==> src/rtl/bridge_router_pkg.sv <==
// Shared types for the APF bridge router: address ranges, leaf index and the
// read-tracker entry carried down the return pipe.
package pocket;

    typedef struct packed {
        logic [31:0] from_addr;
        logic [31:0] to_addr;
    } bridge_addr_range_t;

    typedef logic [3:0] leaf_idx_t;

    typedef struct packed {
        logic      valid;
        leaf_idx_t idx;
        logic      unmapped;
    } trk_entry_t;

    localparam logic [31:0]        BRIDGE_UNMAPPED_DEFAULT = 32'hDEAD_BEEF;
    localparam int                 BRIDGE_MAX_LEAVES       = 16;
    localparam bridge_addr_range_t BRIDGE_RANGE_DEFAULT    = '{from_addr: 32'hFFFF_0000,
                                                               to_addr:   32'hFFFF_00FF};

endpackage

==> src/rtl/bridge_router_if.sv <==
// Host-side bridge bus: address, one-cycle write/read strobes, write data and
// the registered read return.
interface bridge_router_if;

    logic [31:0] host_addr;
    logic        host_wr;
    logic [31:0] host_wr_data;
    logic        host_rd;
    logic [31:0] host_rd_data;

    modport master (
        output host_addr, host_wr, host_wr_data, host_rd,
        input  host_rd_data
    );

    modport slave (
        input  host_addr, host_wr, host_wr_data, host_rd,
        output host_rd_data
    );

endinterface

==> src/rtl/bridge_router_addr_decode.sv <==
// Combinational inclusive-range address decoder; on overlap the lowest leaf
// index wins.
module bridge_addr_decode
    import pocket::*;
#(
    parameter int                 NUM_LEAVES              = 6,
    parameter bridge_addr_range_t ADDR_RANGES [NUM_LEAVES] = '{default: BRIDGE_RANGE_DEFAULT}
) (
    input  logic [31:0]           addr,
    output logic                  hit,
    output leaf_idx_t             idx,
    output logic [NUM_LEAVES-1:0] sel
);

    // NOTE: every output gets a default before the loops so no latch is inferred.
    always_comb begin
        hit = 1'b0;
        idx = '0;
        // Scan downwards so the lowest matching leaf is the last one to win.
        for (int i = NUM_LEAVES - 1; i >= 0; i--) begin
            if (addr >= ADDR_RANGES[i].from_addr && addr <= ADDR_RANGES[i].to_addr) begin
                hit = 1'b1;
                idx = leaf_idx_t'(i);
            end
        end
        sel = '0;
        for (int i = 0; i < NUM_LEAVES; i++) begin
            sel[i] = hit && (idx == leaf_idx_t'(i));
        end
    end

endmodule

==> src/rtl/bridge_router.sv <==
// Registered APF bridge router: forwards host strobes to the decoded leaf,
// pipes read returns back in order and logs unmapped/illegal accesses.
module bridge_router
    import pocket::*;
#(
    parameter int                 NUM_LEAVES               = 6,
    parameter bridge_addr_range_t ADDR_RANGES [NUM_LEAVES] = '{default: BRIDGE_RANGE_DEFAULT},
    parameter logic               ENDIAN_LITTLE            = 1'b0,
    parameter int                 RD_LATENCY               = 1,
    parameter logic [31:0]        UNMAPPED_DATA            = BRIDGE_UNMAPPED_DEFAULT
) (
    input  logic                        clk_74a,
    input  logic                        reset_n,
    bridge_router_if.slave              host,
    output logic                        bridge_endian_little,
    output logic [31:0]                 leaf_addr,
    output logic [31:0]                 leaf_wr_data,
    output logic [NUM_LEAVES-1:0]       leaf_wr,
    output logic [NUM_LEAVES-1:0]       leaf_rd,
    input  logic [NUM_LEAVES-1:0][31:0] leaf_rd_data,
    output logic [15:0]                 unmapped_count,
    output logic [31:0]                 last_unmapped_addr
);

    if (NUM_LEAVES < 1 || NUM_LEAVES > BRIDGE_MAX_LEAVES) begin : g_bad_num_leaves
        $error("bridge_router: NUM_LEAVES=%0d outside 1..16", NUM_LEAVES);
    end
    if (RD_LATENCY < 1 || RD_LATENCY > 4) begin : g_bad_rd_latency
        $error("bridge_router: RD_LATENCY=%0d outside 1..4", RD_LATENCY);
    end
    for (genvar g = 0; g < NUM_LEAVES; g++) begin : g_range_chk
        if (ADDR_RANGES[g].from_addr > ADDR_RANGES[g].to_addr) begin : g_bad_range
            $error("bridge_router: leaf %0d has from_addr > to_addr", g);
        end
    end

    assign bridge_endian_little = ENDIAN_LITTLE;

    logic                  dec_hit;
    leaf_idx_t             dec_idx;
    logic [NUM_LEAVES-1:0] dec_sel;

    bridge_addr_decode #(
        .NUM_LEAVES  (NUM_LEAVES),
        .ADDR_RANGES (ADDR_RANGES)
    ) u_decode (
        .addr (host.host_addr),
        .hit  (dec_hit),
        .idx  (dec_idx),
        .sel  (dec_sel)
    );

    // A simultaneous write+read is illegal: the write wins and the access is logged.
    logic any_strobe, rd_only, log_unmapped;
    assign any_strobe   = host.host_wr || host.host_rd;
    assign rd_only      = host.host_rd && !host.host_wr;
    assign log_unmapped = any_strobe && (!dec_hit || (host.host_wr && host.host_rd));

    trk_entry_t  s1_entry;
    trk_entry_t  trk [RD_LATENCY];
    trk_entry_t  head;
    logic [31:0] head_data;

    assign head = trk[RD_LATENCY-1];

    always_comb begin
        head_data = UNMAPPED_DATA;
        if (!head.unmapped) begin
            for (int i = 0; i < NUM_LEAVES; i++) begin
                if (head.idx == leaf_idx_t'(i)) head_data = leaf_rd_data[i];
            end
        end
    end

    // NOTE: sequential state uses non-blocking assignments so every register
    // samples pre-edge values, which is what makes the tracker shift correctly.
    always_ff @(posedge clk_74a) begin
        if (!reset_n) begin
            leaf_addr    <= '0;
            leaf_wr_data <= '0;
            leaf_wr      <= '0;
            leaf_rd      <= '0;
        end else begin
            if (any_strobe) begin
                leaf_addr    <= host.host_addr;
                leaf_wr_data <= host.host_wr_data;
            end
            leaf_wr <= (host.host_wr && dec_hit) ? dec_sel : '0;
            leaf_rd <= (rd_only && dec_hit) ? dec_sel : '0;
        end
    end

    // NOTE: the tracker is a handful of flops, not a RAM, so it is fully reset;
    // that is what drops an in-flight read on reset.
    always_ff @(posedge clk_74a) begin
        if (!reset_n) begin
            s1_entry          <= '0;
            for (int i = 0; i < RD_LATENCY; i++) trk[i] <= '0;
            host.host_rd_data <= '0;
        end else begin
            s1_entry <= '{valid: rd_only, idx: dec_idx, unmapped: !dec_hit};
            trk[0]   <= s1_entry;
            for (int i = 1; i < RD_LATENCY; i++) trk[i] <= trk[i-1];
            if (head.valid) host.host_rd_data <= head_data;
        end
    end

    always_ff @(posedge clk_74a) begin
        if (!reset_n) begin
            unmapped_count     <= '0;
            last_unmapped_addr <= '0;
        end else if (log_unmapped) begin
            if (unmapped_count != 16'hFFFF) unmapped_count <= unmapped_count + 16'd1;
            last_unmapped_addr <= host.host_addr;
        end
    end

endmodule

==> src/flat_wrapper.sv <==
// flat-port wrapper written by rule: the top's interface ports become plain ports
module bridge_router_flat import pocket::*;
#(
    parameter int                 NUM_LEAVES               = 6,
    parameter bridge_addr_range_t ADDR_RANGES [NUM_LEAVES] = '{default: BRIDGE_RANGE_DEFAULT},
    parameter logic               ENDIAN_LITTLE            = 1'b0,
    parameter int                 RD_LATENCY               = 1,
    parameter logic [31:0]        UNMAPPED_DATA            = BRIDGE_UNMAPPED_DEFAULT
)
  (clk_74a, reset_n, bridge_endian_little, leaf_addr, leaf_wr_data, leaf_wr, leaf_rd, leaf_rd_data, unmapped_count, last_unmapped_addr, host_host_addr, host_host_wr, host_host_wr_data, host_host_rd, host_host_rd_data);
  bridge_router_if host_i ();
  input  logic clk_74a;
  input  logic reset_n;
  output logic bridge_endian_little;
  output logic [31:0] leaf_addr;
  output logic [31:0] leaf_wr_data;
  output logic [NUM_LEAVES-1:0] leaf_wr;
  output logic [NUM_LEAVES-1:0] leaf_rd;
  input  logic [NUM_LEAVES-1:0][31:0] leaf_rd_data;
  output logic [15:0] unmapped_count;
  output logic [31:0] last_unmapped_addr;
  input wire logic [$bits(host_i.host_addr)-1:0] host_host_addr;
  input wire logic [$bits(host_i.host_wr)-1:0] host_host_wr;
  input wire logic [$bits(host_i.host_wr_data)-1:0] host_host_wr_data;
  input wire logic [$bits(host_i.host_rd)-1:0] host_host_rd;
  output wire logic [$bits(host_i.host_rd_data)-1:0] host_host_rd_data;
  assign host_i.host_addr = host_host_addr;
  assign host_i.host_wr = host_host_wr;
  assign host_i.host_wr_data = host_host_wr_data;
  assign host_i.host_rd = host_host_rd;
  assign host_host_rd_data = host_i.host_rd_data;
  bridge_router #(.NUM_LEAVES(NUM_LEAVES), .ADDR_RANGES(ADDR_RANGES), .ENDIAN_LITTLE(ENDIAN_LITTLE), .RD_LATENCY(RD_LATENCY), .UNMAPPED_DATA(UNMAPPED_DATA)) u_core (.clk_74a(clk_74a), .reset_n(reset_n), .host(host_i), .bridge_endian_little(bridge_endian_little), .leaf_addr(leaf_addr), .leaf_wr_data(leaf_wr_data), .leaf_wr(leaf_wr), .leaf_rd(leaf_rd), .leaf_rd_data(leaf_rd_data), .unmapped_count(unmapped_count), .last_unmapped_addr(last_unmapped_addr));
endmodule
==> config.mk <==
export PLATFORM = sky130hd
export DESIGN_NAME = bridge_router_flat
export DESIGN_NICKNAME = d
export VERILOG_FILES = /design/src/rtl/bridge_router_pkg.sv /design/src/rtl/bridge_router_if.sv /design/src/rtl/bridge_router_addr_decode.sv /design/src/rtl/bridge_router.sv /design/src/flat_wrapper.sv
export SDC_FILE = /design/constraint.sdc
export NUM_CORES = 1
export LEC_CHECK = 0
export ABC_CLOCK_PERIOD_IN_PS = 2200
export BUFFER_PORTS_ARGS = -buffer_cell sky130_fd_sc_hd__buf_2
export CAP_MARGIN = 20
export CORE_AREA = 2 2 161 163
export DETAILED_ROUTE_END_ITERATION = 16
export DIE_AREA = 0 0 163 165
export PLACE_DENSITY = 0.51
export SKIP_CTS_REPAIR_TIMING = 1
export SLEW_MARGIN = 20
export SYNTH_ARGS = -nofsm -noshare
export SYNTH_HDL_FRONTEND = slang
export SYNTH_SLANG_ARGS = --single-unit
export TNS_END_PERCENT = 30
==> constraint.sdc <==
create_clock -name clk_74a -period 2.2 [get_ports clk_74a]
set_clock_uncertainty 0.05 [all_clocks]
set_input_delay 0 -clock clk_74a [delete_from_list [all_inputs] [get_ports clk_74a]]
set_output_delay 0 -clock clk_74a [all_outputs]
set_load 0.1 [all_outputs]
# --- After elaboration in Yosys (flattened, before gate mapping) ---
# Memory sizes are Yosys's and may differ from the RTL's.
# Index checks and enable logic that the tools add are counted.
totals:
  regBits: 148
  ramBits: 2
  in_bits: 260
  out_inout_bits: 157
  word_cells: 46
  n_memories: 1
op_classes:
  n_addsub: 1
  order_cmp: 2
  eq_ne: 6
  mux: 12
  n_reduce_logical: 15
memory_table:
  columns: ["memory", "words", "word_bits", "read_ports", "rd_clocked_by_memory_dff", "wr", "line", "source"]
  rows:
  - ["u_core.trk", 1, 2, 1, 0, 1, "bridge_router.sv:60", "trk_entry_t trk [RD_LATENCY];"]
ops:
  columns: ["op", "count"]
  rows:
  - ["two-way mux 32 bit", 7]
  - ["greater-or-equal comparator 32 bit (second input constant)", 1]
  - ["<= comparator 32 bit (second input constant)", 1]
  - ["adder 16 x 1 -> 16 bit (second input constant)", 1]
  - ["inequality test 16 bit (second input constant)", 1]
  - ["equality test 4 x 2 -> 1 bit (both inputs constant)", 2]
  - ["equality test 4 x 3 -> 1 bit (both inputs constant)", 2]
  - ["logical AND 1 bit", 6]
  - ["AND reduction 2 bit", 3]
  - ["equality test 4 x 1 -> 1 bit (both inputs constant)", 1]
  - ["zero test 4 bit (first input constant)", 1]
  - ["two-way mux 1 bit", 4]
  - ["zero test 1 bit", 2]
  - ["logical OR 1 bit", 2]
  - ["two-way mux 2 bit", 1]
  - ["OR reduction 2 bit", 1]

# --- Longest topological paths before layout ---
depth:
  word_depth: 8
  mapped_depth: 8
  mapped_depth_nobuf: 6

# --- Hierarchy ---
# From an unflattened synthesis, not the netlist that was laid out.
unflattened:
  cells_unflattened: 920
  hier_area_um2: 7514.7
by_module_without_submodules:
  columns: ["mod", "n_inst", "cells_each", "area_each_um2", "seq_area_each_um2"]
  rows:
  - ["bridge_router", 1, 900, 7372.1, 3363.2]
  - ["bridge_addr_decode", 1, 20, 142.6, 0.0]

# --- Least setup slack after synthesis ---
# No wires, ideal clock.
synth_timing:
  kind: "register to register"
  startpoint: "register u_core.unmapped_count[0]"
  endpoint: "register u_core.unmapped_count[3]"
  setup_ns: 0.070
  t_arrival_ns: 2.367
  t_required_ns: 2.080
  setup_slack_ns: -0.287
  stages_incl_launch_ff: 9
  n_path_buf: 2
  synth_period_minus_slack_ns: 2.487
  path_cell_list: "dfxtp_1 > ha_1 > and2_1 > nand4_1 > o32ai_1 > buf_2 > buf_6 > o31ai_1 > a21oi_1"
synth_between:
  elab_chain_len: 2
  elab_cells_between_ends: 3
  classes_between: "add/sub (1); eq/ne (1); reduce/logical (1)"
synth_lines:
  columns: ["element", "line", "source"]
  rows:
  - ["start: declaration", "bridge_router.sv:21", "output logic [15:0] unmapped_count,"]
  - ["start signal: assignment", "bridge_router.sv:113", "if (unmapped_count != 16'hFFFF) unmapped_count <= unmapped_count + 16'd1;"]
  - ["branches (longest 2 deep; another with adder 16 x 1 -> 16 bit)", null, null]
# Parallel ways; which one is timed is not known.
# A chain may end at the register's enable or synchronous reset.

# --- Worst setup path after layout ---
layout_timing:
  startpoint: "input host_host_addr[24]"
  endpoint: "register u_core.last_unmapped_addr[3]"
layout_between:
  elab_chain_len: 6
  elab_cells_between_ends: 7
  classes_between: "order compare (2); mux (1); reduce/logical (4)"
layout_lines:
  columns: ["element", "line", "source"]
  rows:
  - ["start: declaration", "flat_wrapper.sv:22", "input wire logic [$bits(host_i.host_addr)-1:0] host_host_addr;"]
  - ["greater-or-equal comparator 32 bit / <= comparator 32 bit (equally long branches)", "bridge_router_addr_decode.sv:21", "if (addr >= ADDR_RANGES[i].from_addr && addr <= ADDR_RANGES[i].to_addr) begin"]
  - ["logical AND 1 bit (*)", "bridge_router_addr_decode.sv:21", null]
  - ["two-way mux 1 bit (*)", "bridge_router_addr_decode.sv:21", null]
  - ["zero test 1 bit (*)", "bridge_router.sv:57", "assign log_unmapped = any_strobe && (!dec_hit || (host.host_wr && host.host_rd));"]
  - ["logical OR 1 bit (*)", "bridge_router.sv:57", null]
  - ["logical AND 1 bit (*)", "bridge_router.sv:57", null]
  - ["end signal: assignment", "bridge_router.sv:114", "last_unmapped_addr <= host.host_addr;"]
  - ["end: declaration", "bridge_router.sv:22", "output logic [31:0] last_unmapped_addr"]
# Mark *: on every way between the ends. The rest lies on a longest branch, timed or not.

==> flow_summary_export.csv <==
group,metric,value,unit
run_status,outcome,"finished, final reports clean",
timing,worst_pin_slew,0.961,ns
logic_synthesis,synth_ff_type,"dfxtp_1",
logic_synthesis,syn_avg_cell_area,8.75,um2
placement,pre_cts_slack,-0.123,ns
power_and_ir_drop,switching_share,0.366,
routing,ant_nets,0,
routing,viasPerCell,4.38,
routing,drcViolationCount,0,
logic_synthesis,yosysTopAreaCell,"dfxtp_1",
clock_network,clockBufferDepth,2,
floorplan,die_x,163,um
clock_network,clkLatencyLatePin,0.42,ns
timing,fin_ws,0.136,ns
floorplan,pin_count,417,
global_routing,gr-total-overflow,0,
critical_path,arrival,2.31,ns
critical_path,end_kind,"flip-flop",
timing,slew_violations,0,
finish,fin_nets,1233,
clock_network,clk_pin_slew_worst_paths,0.07,ns
routing,wirelength,20200,um
clock_network,tritoncts,"yes",
timing,setup_viol,0,
global_routing,grt_pass1_wl,28300,um
critical_path,rr_startpoint,"u_core.unmapped_count[0]$_SDFFE_PN0P_",
floorplan,num_rows,58,
routing,drtIter0Drc,263,
power_and_ir_drop,vdd_drop_max,0.414,mV
floorplan,fp.dieH,165,um
floorplan,initial_utilization,0.222,
clock_network,cts_buffers,17,
timing,hold_viol_final,0,
logic_synthesis,synth_edf_count,0,
finish,syn2layout_area_growth,57.7,%
floorplan,dieArea,26900,um2
finish,diodes,0,
logic_synthesis,synth-seq-cells,150,
routing,met1_length,9270,um
placement,hpwl,13500,um
logic_synthesis,yosysMostFrequentCell,"dfxtp_1",
job,maxCapViolations,0,
routing,wl_per_cell,15.3,um
routing,drt_pass1_iterations,5,
global_routing,grt_max_degree,63,
critical_path,cp-start-kind,"input port",
power_and_ir_drop,p_per_area,873,nW/um2
logic_synthesis,synth_common_cells,"150 x dfxtp_1, 139 x nand2_1, 98 x a21oi_1",
timing,fin_crit,2.06,ns
finish,drive_above_1_share,0.332,
routing,met2WireLength,9080,um
timing,hold_slack,0.285,ns
critical_path,critPathKind,"input port to flip-flop",
clock_network,cts-root-buf,"clkbuf_16",
logic_synthesis,synth_top_area_share,0.541,
global_routing,grt_antenna_before_repair,0,
timing,slew_headroom,0.359,
power_and_ir_drop,pwr-share-clk,0.385,
routing,dr_wl_met3,1720,um
finish,fin_util,0.350,
power_and_ir_drop,power_frac_seq,0.382,
floorplan,placeableCoreArea,25000,um2
power_and_ir_drop,comb_power_share,0.233,
finish,fillCellCount,2599,
logic_synthesis,synth_seq_area_share,0.541,
power_and_ir_drop,p_int,4.85,mW
global_routing,gr-usage-all-layers,0.137,
logic_synthesis,synth_warnings,0,
logic_synthesis,syn_area,5560,um2
clock_network,cts_sinks,150,
clock_network,cts-htree-levels,4,
critical_path,crit_required,2.45,ns
hold_path,hold_path.class,"input port to flip-flop",
timing,fin_crit_sh,0.938,
placement,gp_congestion,0.693,
placement,port_buffers,245,
critical_path,path_max_fanout,8,
routing,top_layer,"met4",
routing,vias,5754,
logic_synthesis,synthTopCellsByArea,"dfxtp_1 54%, nand2_1 9.4%, a21oi_1 8.8%",
timing,rsz0062_at_grt,"no",
hold_path,hold_start,"host_host_addr[9]",
logic_synthesis,async_reset_ff_frac,0,
logic_synthesis,ys_types,43,
timing,clock.fmax,485,MHz
power_and_ir_drop,p_leak,3.97,nW
power_and_ir_drop,p_sw,2.80,mW
global_routing,grt_pass1_vias,4893,
logic_synthesis,synthCells,635,
critical_path,crit_path_start,"host_host_addr[24]",
-- metal layers --
layer,global-route usage,vias up
met5,0,-
met4,0.0290,0
met3,0.0610,4
met2,0.206,218
met1,0.182,2670
li1,-,2862
-- power groups by stage --
| stage | Clock, mW | Sequential (mW) | Combinational (mW) |
|---|---|---|---|
| after floorplan | 0 | 3.94 | 0.352 |
| after global placement | 0 | 2.98 | 1.65 |
| after detailed placement | 0 | 2.98 | 1.66 |
| after CTS | 3.06 | 2.92 | 1.66 |
| after global routing | 3.18 | 2.94 | 1.87 |
| final | 2.94 | 2.92 | 1.79 |
-- layout make-up --
type,count,area [um2],area share
clock buffer,17,425,0.0485
sequential,150,3020,0.344
inverter,2,10.0,0.00114
tap,330,413,0.0471
timing repair buffer,369,2450,0.280
multi-input combinational,432,2290,0.262
clock inverter,15,156,0.0178
-- flip-flops by register name (all words and copies together) (netlist names) --
name / cells
u_core.leaf_addr: 32
u_core.leaf_rd: 1
u_core.leaf_wr_data: 32
u_core.trk: 2
u_core.unmapped_count: 16
u_core.leaf_wr: 1
u_core.s1_entry: 2
u_core.host.host_rd_data: 32
u_core.last_unmapped_addr: 32
-- cell families after synthesis --
family	Yosys count	share of synthesized area
AND/OR/NAND/NOR	245	0.203
flip-flops	150	0.541
buffers and inverters	63	0.0563
AO/OA/AOI/OAI	171	0.190
other	1	0.000675
adder cells (fa/ha/maj)	1	0.00225
multiplexers	4	0.00721
-- critical path, stage by stage --
cell and delay, ns:
dlygate4sd3_1 0.54, buf_2 0.15, nand4_1 0.11, or4_1 0.53, buf_4 0.20, or3_1 0.53
nand3_1 0.18, a21oi_1 0.07
-- final timing paths --
path	end	slack [ns]	depth (start not counted)
hold / removal	u_core.leaf_wr[0]$_SDFF_PN0_	0.29	6
hold reg to reg	u_core.trk[0][0]$_SDFF_PN0_	0.38	1
setup / recovery	u_core.last_unmapped_addr[3]$_SDFFE_PN0P_	0.14	8
setup reg to reg	u_core.unmapped_count[4]$_SDFFE_PN0P_	0.18	7
-- through the flow --
| stage | setup TNS (ns) | instances | total power [mW] | instance area (um2) |
|---|---|---|---|---|
| detailed placement | -2.54 | 1181 | 4.64 | 7160 |
| global placement | -0.834 | 1181 | 4.63 | 7160 |
| global route | 0 | 1315 | 7.98 | 8760 |
| finish | 0 | 1315 | 7.65 | 8760 |
| CTS | 0 | 1213 | 7.63 | 7740 |
| floorplan | 0 | 645 | 4.29 | 5610 |
-- layout by cell type (no fill, tap or decap), drive strengths merged, types with 2 or more instances in the layout --
cell	n
and2	6
o221a	17
nand2	139
or2	3
nand2b	5
clkinv	2
nor3b	2
mux2i	4
and4	4
nand4	8
conb	11
inv	12
dfxtp	150
o22ai	24
clkbuf	17
nand3	12
a21oi	98
clkinvlp	2
nor2	37
nor4	2
buf	267
or4	9
o31ai	9
dlygate4sd3	102
nor2b	10
or3	3
o21ai	18
Power figures use the tool's default switching activity.
